**config.mk**
```make
export PLATFORM = sky130hd
export DESIGN_NAME = btn_debounce_pulse
export DESIGN_NICKNAME = d
export VERILOG_FILES = /design/src/rtl/btn_pkg.sv /design/src/rtl/sync_ff.sv /design/src/rtl/btn_debounce_pulse.sv
export SDC_FILE = /design/constraint.sdc
export NUM_CORES = 1
export LEC_CHECK = 0
export ABC_AREA = 1
export CAP_MARGIN = 10
export CORE_ASPECT_RATIO = 0.5
export CORE_UTILIZATION = 40
export CTS_CLUSTER_DIAMETER = 40
export DETAILED_ROUTE_END_ITERATION = 8
export PLACE_DENSITY = 0.54
export SLEW_MARGIN = 0
export SYNTH_ARGS = -nofsm -noshare
export SYNTH_HDL_FRONTEND = slang
export SYNTH_SLANG_ARGS = --single-unit
```
**constraint.sdc**
```tcl
create_clock -name clk -period 4.5 [get_ports clk]
set_input_delay 0.9 -clock clk [delete_from_list [all_inputs] [get_ports clk]]
set_output_delay 0.9 -clock clk [all_outputs]
set_load 0.02 [all_outputs]
```
**src/rtl/btn_pkg.sv**
```systemverilog
// Shared definitions for the push-button conditioner: FSM state encodings
// and the default timing constants used by the top level.
package btn_pkg;

  localparam logic [2:0] S_IDLE         = 3'd0;
  localparam logic [2:0] S_PRESS_WAIT   = 3'd1;
  localparam logic [2:0] S_HELD         = 3'd2;
  localparam logic [2:0] S_REPEAT       = 3'd3;
  localparam logic [2:0] S_RELEASE_WAIT = 3'd4;

  typedef enum logic [2:0] {
    IDLE         = S_IDLE,
    PRESS_WAIT   = S_PRESS_WAIT,
    HELD         = S_HELD,
    REPEAT       = S_REPEAT,
    RELEASE_WAIT = S_RELEASE_WAIT
  } btn_state_e;

  localparam int unsigned DEF_SYNC_STAGES = 2;
  localparam int unsigned DEF_STABLE_CYC  = 500000;
  localparam int unsigned DEF_HOLD_CYC    = 50000000;
  localparam int unsigned DEF_REPEAT_CYC  = 10000000;
  localparam bit          DEF_REPEAT_EN   = 1'b1;
  localparam int unsigned DEF_CW          = 26;

endpackage

```
**src/rtl/sync_ff.sv**
```systemverilog
// Multi-flop synchroniser for a single asynchronous bit; q_o is d_i delayed
// by STAGES clock edges. Synchronous active-high reset clears the chain.
module sync_ff
  import btn_pkg::*;
#(
  parameter int unsigned STAGES = DEF_SYNC_STAGES
) (
  input  logic clk,
  input  logic rst,
  input  logic d_i,
  output logic q_o
);

  logic [STAGES-1:0] chain_q;

  // NOTE: clocked state uses <= so every flop samples its input before any update.
  always_ff @(posedge clk) begin
    if (rst) begin
      chain_q <= '0;
    end else begin
      chain_q <= {chain_q[STAGES-2:0], d_i};
    end
  end

  assign q_o = chain_q[STAGES-1];

endmodule

```
**src/rtl/btn_debounce_pulse.sv**
```systemverilog
// Push-button conditioner: synchronise, debounce by cycle-count qualification,
// and emit single-cycle press / auto-repeat / release pulses plus a clean level.
module btn_debounce_pulse
  import btn_pkg::*;
#(
  parameter int unsigned SYNC_STAGES = DEF_SYNC_STAGES,
  parameter int unsigned STABLE_CYC  = DEF_STABLE_CYC,
  parameter int unsigned HOLD_CYC    = DEF_HOLD_CYC,
  parameter int unsigned REPEAT_CYC  = DEF_REPEAT_CYC,
  parameter bit          REPEAT_EN   = DEF_REPEAT_EN,
  parameter int unsigned CW          = DEF_CW
) (
  input  logic clk,
  input  logic rst,
  input  logic btn_in,
  output logic btn_level,
  output logic btn_pulse,
  output logic btn_release
);

  localparam logic [CW-1:0] STABLE_LAST = CW'(STABLE_CYC - 1);
  localparam logic [CW-1:0] HOLD_LAST   = CW'(HOLD_CYC - 1);
  localparam logic [CW-1:0] REPEAT_LAST = CW'(REPEAT_CYC - 1);
  localparam bit            NO_QUAL     = (STABLE_CYC == 1);

  logic sync_q;

  sync_ff #(
    .STAGES (SYNC_STAGES)
  ) u_sync (
    .clk (clk),
    .rst (rst),
    .d_i (btn_in),
    .q_o (sync_q)
  );

  btn_state_e    state_q, state_d;
  logic [CW-1:0] cnt_q, cnt_d, cnt_inc;
  logic          level_q, level_d;
  logic          pulse_q, pulse_d;
  logic          release_q, release_d;

  assign cnt_inc = (cnt_q == '1) ? cnt_q : cnt_q + CW'(1);

  // NOTE: every output of this block gets a default first, so no path leaves one unassigned (no latches).
  always_comb begin
    state_d   = state_q;
    cnt_d     = cnt_inc;
    level_d   = level_q;
    pulse_d   = 1'b0;
    release_d = 1'b0;

    case (state_q)
      IDLE: begin
        level_d = 1'b0;
        cnt_d   = '0;
        if (sync_q) begin
          if (NO_QUAL) begin
            state_d = HELD;
            level_d = 1'b1;
            pulse_d = 1'b1;
          end else begin
            state_d = PRESS_WAIT;
            cnt_d   = CW'(1);
          end
        end
      end

      PRESS_WAIT: begin
        if (!sync_q) begin
          state_d = IDLE;
          cnt_d   = '0;
        end else if (cnt_q == STABLE_LAST) begin
          state_d = HELD;
          level_d = 1'b1;
          pulse_d = 1'b1;
          cnt_d   = '0;
        end
      end

      HELD, REPEAT: begin
        if (!sync_q) begin
          // With single-sample qualification the release is accepted at once.
          if (NO_QUAL) begin
            state_d   = IDLE;
            level_d   = 1'b0;
            release_d = 1'b1;
            cnt_d     = '0;
          end else begin
            state_d = RELEASE_WAIT;
            cnt_d   = CW'(1);
          end
        end else if (state_q == HELD && REPEAT_EN && cnt_q == HOLD_LAST) begin
          state_d = REPEAT;
          pulse_d = 1'b1;
          cnt_d   = '0;
        end else if (state_q == REPEAT && cnt_q == REPEAT_LAST) begin
          pulse_d = 1'b1;
          cnt_d   = '0;
        end
      end

      RELEASE_WAIT: begin
        if (sync_q) begin
          // A release bounce restarts the hold timer without emitting a pulse.
          state_d = HELD;
          cnt_d   = '0;
        end else if (cnt_q == STABLE_LAST) begin
          state_d   = IDLE;
          level_d   = 1'b0;
          release_d = 1'b1;
          cnt_d     = '0;
        end
      end

      default: begin
        state_d = IDLE;
        level_d = 1'b0;
        cnt_d   = '0;
      end
    endcase
  end

  always_ff @(posedge clk) begin
    if (rst) begin
      state_q   <= IDLE;
      cnt_q     <= '0;
      level_q   <= 1'b0;
      pulse_q   <= 1'b0;
      release_q <= 1'b0;
    end else begin
      state_q   <= state_d;
      cnt_q     <= cnt_d;
      level_q   <= level_d;
      pulse_q   <= pulse_d;
      release_q <= release_d;
    end
  end

  assign btn_level   = level_q;
  assign btn_pulse   = pulse_q;
  assign btn_release = release_q;

endmodule

```
==> impl_metrics.prom <==
# TYPE chip_impl_metric gauge
chip_impl_info{name="status",value="finished clean"} 1
chip_impl_info{name="path_class",value="register to register"} 1
chip_impl_metric{name="timing.fmax",unit="GHz"} 0.442
chip_impl_metric{name="quantity_of_hold_fixing_buffers_added_after_cts",unit=""} 0
chip_impl_metric{name="ioPinCount",unit=""} 6
chip_impl_metric{name="fp.coreArea",unit="mm2"} 0.00500
chip_impl_metric{name="worst-path-stages",unit=""} 9
chip_impl_metric{name="static-leakage-power",unit="uW"} 0.000868
chip_impl_metric{name="cp_data_arrival_time",unit="ns"} 2.44
chip_impl_metric{name="synth.yosys.seq_area_share",unit="%"} 32.1
chip_impl_metric{name="cts_clk_pin_slew_worst_paths",unit="ns"} 0.08
chip_impl_metric{name="place_congestion",unit=""} 0.948
chip_impl_metric{name="core.rowCount",unit=""} 18
chip_impl_metric{name="timing_max_transition_violations_final",unit=""} 0
chip_impl_metric{name="synth_warnings",unit=""} 0
chip_impl_metric{name="required",unit="ns"} 4.68
chip_impl_info{name="worstHoldPathType",value="register to register"} 1
chip_impl_metric{name="final.setup.worst_slack",unit="ns"} 2.24
chip_impl_metric{name="die_w",unit="um"} 105
chip_impl_info{name="tritoncts",value="built"} 1
chip_impl_metric{name="final_routed_drc_violation_total",unit=""} 0
chip_impl_metric{name="cts_inserted_buffers",unit=""} 5
chip_impl_info{name="layout_commonest_cell",value="sky130_fd_sc_hd__nand2_1"} 1
chip_impl_metric{name="drt_pre_antenna_iters",unit=""} 5
chip_impl_metric{name="max_slew.worst_pin.slew",unit="ns"} 0.491
chip_impl_info{name="timing.critical_path.to_type",value="register"} 1
chip_impl_metric{name="clock_skew",unit="ns"} 0.00988
chip_impl_metric{name="chipHeight",unit="um"} 53.5
chip_impl_metric{name="floorplan.initialDensity",unit="%"} 42.4
chip_impl_metric{name="dr_total_vias",unit=""} 2077
chip_impl_metric{name="layout-drive-gt1-share",unit="%"} 8.22
chip_impl_metric{name="buffer_ports.inserted",unit=""} 5
chip_impl_metric{name="cts.sink_count",unit=""} 34
chip_impl_metric{name="place_hpwl",unit="um"} 4320
chip_impl_metric{name="synth.lib_cells_used.distinct",unit=""} 29
chip_impl_metric{name="period_needed",unit="ns"} 2.26
chip_impl_metric{name="setup_total_negative_slack",unit="ns"} 0
chip_impl_metric{name="max-clock-path-buffers",unit=""} 2
chip_impl_metric{name="maxCapViolations",unit=""} 0
chip_impl_metric{name="syn_area",unit="mm2"} 0.00212
chip_impl_metric{name="post_cts_sizing_count",unit=""} 0
chip_impl_metric{name="p_total",unit="uW"} 640
chip_impl_metric{name="crit_fanout",unit=""} 14
chip_impl_info{name="cell_with_the_largest_stage_delay_on_the_worst_path",value="sky130_fd_sc_hd__clkinv_1"} 1
chip_impl_metric{name="post-place-ws",unit="ns"} 2.13
chip_impl_metric{name="filler_cell_count",unit=""} 558
chip_impl_metric{name="num-nets-final",unit=""} 356
chip_impl_metric{name="totalWireLength",unit="um"} 5400
chip_impl_metric{name="cp_slowest_stage_delay",unit="ns"} 0.43
chip_impl_metric{name="global_route_wire_length_before_repair",unit="um"} 8840
chip_impl_metric{name="finalHoldViolCount",unit=""} 0
chip_impl_metric{name="num_antenna_cells",unit=""} 0
chip_impl_metric{name="viasPerCell",unit=""} 4.91
chip_impl_metric{name="antenna_left",unit=""} 0
chip_impl_metric{name="irDropWorstVdd",unit="mV"} 0.170
chip_impl_metric{name="area_growth_from_synthesis_to_layout",unit="%"} 10.2
chip_impl_metric{name="clk_latency",unit="ns"} 0.30
chip_impl_info{name="layout_common_cells",value="77 x sky130_fd_sc_hd__nand2_1, 74 x sky130_fd_sc_hd__nor2_1, 47 x sky130_fd_sc_hd__inv_1, 34 x sky130_fd_sc_hd__dfxtp_1, 20 x sky130_fd_sc_hd__nand3_1"} 1
chip_impl_metric{name="min_period_over_period",unit="%"} 50.3
chip_impl_metric{name="stdcell_area",unit="mm2"} 0.00233
chip_impl_metric{name="area.sequential",unit="um2"} 681
chip_impl_metric{name="max_slew_margin",unit="%"} 67.2
chip_impl_metric{name="fin_util",unit="%"} 46.7
chip_impl_metric{name="grt.overflow.total",unit=""} 0
chip_impl_info{name="crit_chain",value="ha_1, inv_2, nor2_4, nand4_1, inv_1, nand2_1, clkinv_1, a21oi_1, nor2_2"} 1
chip_impl_metric{name="number_of_setup_buffers_added_after_cts",unit=""} 0
chip_impl_metric{name="route.detailed.wl_per_inst",unit="um"} 12.8
chip_impl_metric{name="grt_pass1_vias",unit=""} 1800
chip_impl_metric{name="design.die.area",unit="mm2"} 0.00561
chip_impl_metric{name="gr-usage-all-layers",unit="%"} 21.5
chip_impl_metric{name="multi_input_area",unit="mm2"} 0.00122
chip_impl_metric{name="timing.critical_path.buf_inv",unit=""} 3
chip_impl_metric{name="post_synth_inst_count",unit=""} 344
chip_impl_info{name="ctsRootBufferMaster",value="sky130_fd_sc_hd__clkbuf_8"} 1
chip_impl_metric{name="rr_worst_depth",unit=""} 9
chip_impl_metric{name="setup_violations",unit=""} 0
chip_impl_metric{name="grt_start_max_net_pins",unit=""} 23
chip_impl_info{name="timing.critical_path.from_type",value="register"} 1
chip_impl_metric{name="antenna_found_initial",unit=""} 0
chip_impl_info{name="critPathTopFamily",value="simple AND/OR/NAND/NOR gates"} 1
chip_impl_metric{name="p_per_area",unit="mW/mm2"} 274
chip_impl_metric{name="ys_seq_elements",unit=""} 34
chip_impl_metric{name="syn_area_per_cell",unit="um2"} 6.16
chip_impl_metric{name="placed_cell_area",unit="mm2"} 0.00223
chip_impl_metric{name="cts.htree.levels",unit=""} 2
chip_impl_metric{name="number_of_cells_traversed_by_the_worst_hold_path",unit=""} 2
chip_impl_info{name="grt_setup_unrepaired",value="false"} 1
chip_impl_metric{name="synthesis.nets",unit=""} 348
chip_impl_metric{name="initialDrtViolationCount",unit=""} 126
==> cell type report <==
type                    count  area share, %
clock buffers               5           2.95
clock inverters             3           1.71
inverters                  49           7.88
multi-input cells         257           52.4
flip-flops and latches     34           29.2
well taps                  70           3.75
repair buffers              5           2.14
==> cell families after synthesis <==
logic type | share of synthesized area [%]
muxes | 0.472
AOI/OAI and AO/OA | 7.85
buffers and inverters | 10.2
DFF | 32.1
and+or+nand+nor | 45.5
adders and majority gates | 0.590
xor gates and xnor gates | 3.31
==> final timing paths <==
check / startpoint / slack (ns) / endpoint
setup / recovery: cnt_q[0] / 2.24 / cnt_q[18]
hold / removal: u_sync.chain_q[0] / 0.41 / u_sync.chain_q[1]
setup reg to reg: cnt_q[0] / 2.24 / cnt_q[18]
hold reg to reg: u_sync.chain_q[0] / 0.41 / u_sync.chain_q[1]
==> layer usage <==
metal	vias up	track usage, %	share of wire, %
li1	1088	-	-
met1	928	29.4	51
met2	52	31.6	39
met3	9	6.28	8.4
met4	0	8.45	1.5
met5	-	0	0
==> tightest hold or removal path: cells and delay by family, from the launching register on <==
| kind | cells | cell delay, ns |
|---|---|---|
| buf+inv | 1 | 0.05 |
| flops | 1 | 0.30 |
| simple gates | 1 | 0.03 |
==> cell usage after synthesis, drive strengths merged <==
master | number | area share [%]
nand3b | 3 | 1.1
nand4 | 8 | 2.4
clkinv | 1 | 0.18
nand2 | 83 | 16
mux2i | 1 | 0.47
inv | 48 | 8.5
or2 | 4 | 1.2
ha | 1 | 0.59
xor2 | 6 | 2.5
a211oi | 1 | 0.35
a21oi | 15 | 3.5
dfxtp | 34 | 32
a21boi | 1 | 0.35
xnor2 | 2 | 0.83
buf | 3 | 1.3
nor3 | 13 | 3.1
a31oi | 1 | 0.30
nor2 | 82 | 16
clkbuf | 1 | 0.18
o21ai | 14 | 3.3
nand3 | 22 | 6.0
==> report_power, final <==
part	leakage, uW	internal (uW)	switching (uW)	total, uW
logic	0.000535	18.2	29.9	48.2
registers	0.000275	307	5.19	312
clock network	0.0000579	163	117	280
==> registers in the layout, indices dropped and copies added, names as in the netlist <==
name            flops
btn_level           1
btn_pulse           1
u_sync.chain_q      2
btn_release         1
state_q             3
cnt_q              26
==> per-stage QoR <==
| step | std cells | hold slack, ns |
|---|---|---|
| after floorplan | 344 | 0.388 |
| after global placement | 415 | 0.398 |
| after detailed placement | 415 | 0.408 |
| after CTS | 423 | 0.420 |
| after global routing | 423 | 0.431 |
| final | 423 | 0.413 |
Power figures use the tool's default switching activity.
==> edit 1: new RTL, same settings <==
The package constant `DEF_CW` goes from 26 to 52.
--- a/src/rtl/btn_pkg.sv
+++ b/src/rtl/btn_pkg.sv
@@ -23,3 +23,3 @@
   localparam bit          DEF_REPEAT_EN   = 1'b1;
-  localparam int unsigned DEF_CW          = 26;
+  localparam int unsigned DEF_CW          = 52;
 
Function: same outputs for any inputs over 10 cycles, from zero or initial values and one cycle with rst high; that may be too few to reach the edited logic, so the function may still have changed.
==> edit 1 against the original RTL <==
Cell count is 77% higher. Clock skew down 2.9 ps. Wire length grew 110%. Power is 100% higher. Highest routed layer unchanged. Sequential cell count up 26. Worst setup slack worse by 260 ps. Area after synthesis increased by 83%. Design area is 85% higher.
==> edit 1: results (changes against the original RTL) <==
status=finished, final reports clean; fraction of layout cells with a size suffix above 1=8.55% (+0.33 points); global-route wire length before repair=18,800 um (+110%); clk_skew=7.02 ps (-2.86 ps); DR vias/cell=5.25 (+6.9%); root buffer cell=clkbuf_16; largest net degree at the start of global routing=51 (+120%); M3 GR Usage=5.95% (-0.33 points); fill count=976 (+75%); clk cell area share=7.02% (+2.4 points); Iteration-0 DRC Markers=333 (+160%); # H-tree levels=3 (+1); sequential cell count=60 (+76%); xor/xnor cell area share of the yosys netlist=5.87% (+2.6 points); sequential fraction of the synthesis area=30.9% (-1.2 points); DR WL/cell=15.2 um (+19%); synth top area cells=dfxtp_1, nand2_1, nor2_1; multi-input gate count=469 (+82%); syn_area_per_cell=6.36 um^2 (+3.3%); vias post-DR=3,938 (+90%); Tot GR Track Use=24.6% (+3.1 points); invs w/o clock=70 (+43%); worst vdd ir=0.000156 V (-8.1%); top flop regs=cnt_q x52, state_q x3, u_sync.chain_q x2; Leak Pwr=1.47 nW (+69%); Slew headroom=42.9% (-24 points); pre-CTS setup slack=1930 ps (-199 ps); Sequential cell area=1200 um^2 (+76%)
## edit 1: cell types whose count changed in the layout (fill, tap and decap cells not counted), moves of 9 or more
cell / unedited run / this run
nand2_1: 77 / 132
nor2_1: 74 / 129
dfxtp_1: 34 / 60
nand3_1: 20 / 43
a21oi_1: 15 / 35
inv_1: 47 / 64
xor2_1: 6 / 23
nand4_1: 8 / 22
nor3_1: 13 / 23
clkbuf_16: 0 / 9
## edit 1: power by group through the flow
| stage | sequential (mW) | clock (mW) | combinational [mW] |
|---|---|---|---|
| floorplan | 0.556 | 0 | 0.0343 |
| global placement | 0.555 | 0 | 0.0484 |
| detailed placement | 0.554 | 0 | 0.0481 |
| CTS | 0.543 | 0.714 | 0.0482 |
| global route | 0.544 | 0.739 | 0.0565 |
| finish | 0.543 | 0.701 | 0.0481 |
## edit 1: metal layers
layer	vias to the layer above	wire, um
met1	1824	6020
met5	-	0
met3	11	737
li1	1988	-
met2	115	4550
met4	0	102
## edit 1: final timing paths
check	start	end	slack, ps	depth (start not counted)
hold / removal	u_sync.chain_q[0]$_SDFF_PP0_	u_sync.chain_q[1]$_SDFF_PP0_	410	2
setup reg to reg	cnt_q[1]$_SDFF_PP0_	cnt_q[20]$_SDFF_PP0_	1980	10
hold reg to reg	u_sync.chain_q[0]$_SDFF_PP0_	u_sync.chain_q[1]$_SDFF_PP0_	410	2
setup / recovery	cnt_q[1]$_SDFF_PP0_	cnt_q[20]$_SDFF_PP0_	1980	10
## edit 1: cell families after synthesis
| logic type | Yosys count |
|---|---|
| buf+inv | 81 |
| xor+xnor | 26 |
| simple gates | 386 |
| flops | 60 |
| fa+ha+maj | 1 |
| compound gates | 56 |
==> edit 2: new RTL, config.mk and constraints unchanged <==
Without the edit above. Make the reset (`rst`) asynchronous in 2 clocked blocks. Comments in the files are not updated.
--- a/src/rtl/sync_ff.sv
+++ b/src/rtl/sync_ff.sv
@@ -16,3 +16,3 @@
   // NOTE: clocked state uses <= so every flop samples its input before any update.
-  always_ff @(posedge clk) begin
+  always_ff @(posedge clk or posedge rst) begin
     if (rst) begin
--- a/src/rtl/btn_debounce_pulse.sv
+++ b/src/rtl/btn_debounce_pulse.sv
@@ -123,3 +123,3 @@
 
-  always_ff @(posedge clk) begin
+  always_ff @(posedge clk or posedge rst) begin
     if (rst) begin
Function: no difference found for any inputs over 10 cycles, from zero or initial values and one cycle with rst high; that may be too few to reach the edited logic, so the function may still have changed.
==> edit 2 against the original RTL <==
First-iteration DRC count rose by 88%. Critical path type unchanged. Area after synthesis rose by 13%. Wire length rose by 25%. Fmax rose by 5.9%. Design area rose by 14%. Synthesized cell count rose by 5.2%. Sequential cell count did not move. Clock skew fell by 0.90 ps. Worst setup slack improved by 130 ps.
Power is not compared: it rests on default switching activity, and its combinational part moved more than twofold at a synthesized area within 25%.
==> edit 2: results (changes against the original RTL) <==
status=finished, final reports clean; non-filler cells, final=443 (+4.7%); vias in the first global route=2,136 (+19%); clk_skew=8.98 ps (-0.895 ps); # resized after CTS=0 (unchanged); Post-synth top cells=nand2_1, nor2_1, inv_1; syn_area_per_cell=6.64 um^2 (+7.8%); Post-DP Area=2490 um^2 (+12%); final layout net count=373 (+4.8%); pre-CTS setup slack=2420 ps (+289 ps); synth top area cells=dfrtp_1, nand2_1, nor2_1; hpwl dp=5020 um (+16%); largest net degree at the start of global routing=33 (+43%); CP max stage cell=dfrtp_1; Slew headroom=70.7% (+3.5 points); Clock Tree Buf Depth=2 (unchanged); DR vias/cell=5.29 (+7.8%); Port Buffers=5 (unchanged); Placed Cells incl. Taps=435 (+4.8%); worst vdd ir=0.000129 V; total power=963 uW; global-route wire length before repair=11,200 um (+26%); crit path max fanout=25 (+11); clk slew on worst S/H paths=60 ps (-20 ps); Iteration-0 DRC Markers=237 (+88%); asr flop ratio synth=100% (+100 points); Tot GR Track Use=23.5% (+2.0 points); crit-path max cell delay=440 ps; postcts setup bufs=0 (unchanged); sequential fraction of the synthesis area=35.4% (+3.3 points); wirelength, routed=6750 um (+25%); Routability Congestion=0.887 (-6.4%); root buffer cell=clkbuf_16; fraction of layout cells with a size suffix above 1=14.1% (+5.8 points)
[edit 2: power breakdown]
group | leakage, nW | internal (mW) | switching (mW)
sequential | 0.464 | 0.328 | 0.0323
combinational | 0.528 | 0.0610 | 0.155
clock | 0.0832 | 0.251 | 0.136
total | 1.08 | 0.639 | 0.323
[edit 2: area by class of cell]
| cell class | instances | area, um^2 |
|---|---|---|
| fillers | 568 | 2980 |
| multi-input cells | 282 | 1340 |
| flip-flops and latches | 34 | 851 |
| clock buffers | 8 | 166 |
| inverters | 40 | 150 |
| well taps | 73 | 91.3 |
| repair buffers | 6 | 57.6 |
[edit 2: final timing paths]
check                                                  from  slack (ps)  cells after the start                          end
worst max-delay path                     cnt_q[0]$_DFF_PP0_        2360                     10          cnt_q[16]$_DFF_PP0_
worst min-delay path            u_sync.chain_q[0]$_DFF_PP0_         350                      0  u_sync.chain_q[1]$_DFF_PP0_
worst max register to register           cnt_q[0]$_DFF_PP0_        2360                     10          cnt_q[16]$_DFF_PP0_
worst min register to register  u_sync.chain_q[0]$_DFF_PP0_         350                      0  u_sync.chain_q[1]$_DFF_PP0_
max in group asynchronous                               rst        3100                      3           cnt_q[4]$_DFF_PP0_
min in group asynchronous                               rst         770                      2  u_sync.chain_q[1]$_DFF_PP0_
[edit 2: cell families (layout without fill, tap and decap cells)]
kind of cell | count (synthesis) | after routing | synth area share [%]
simple gates | 245 | 245 | 46.3
buf+inv | 46 | 54 | 8.95
flops | 34 | 34 | 35.4
compound gates | 28 | 28 | 5.88
xor+xnor | 7 | 7 | 2.55
fa+ha+maj | 1 | 1 | 0.520
mux | 1 | 1 | 0.416
[edit 2: routing by layer]
| metal | part of all wire [%] | track usage (%) |
|---|---|---|
| met3 | 9.3 | 7.13 |
| met2 | 40 | 32.6 |
| met4 | 1.2 | 7.14 |
| met5 | 0 | 0 |
| met1 | 50 | 34.4 |
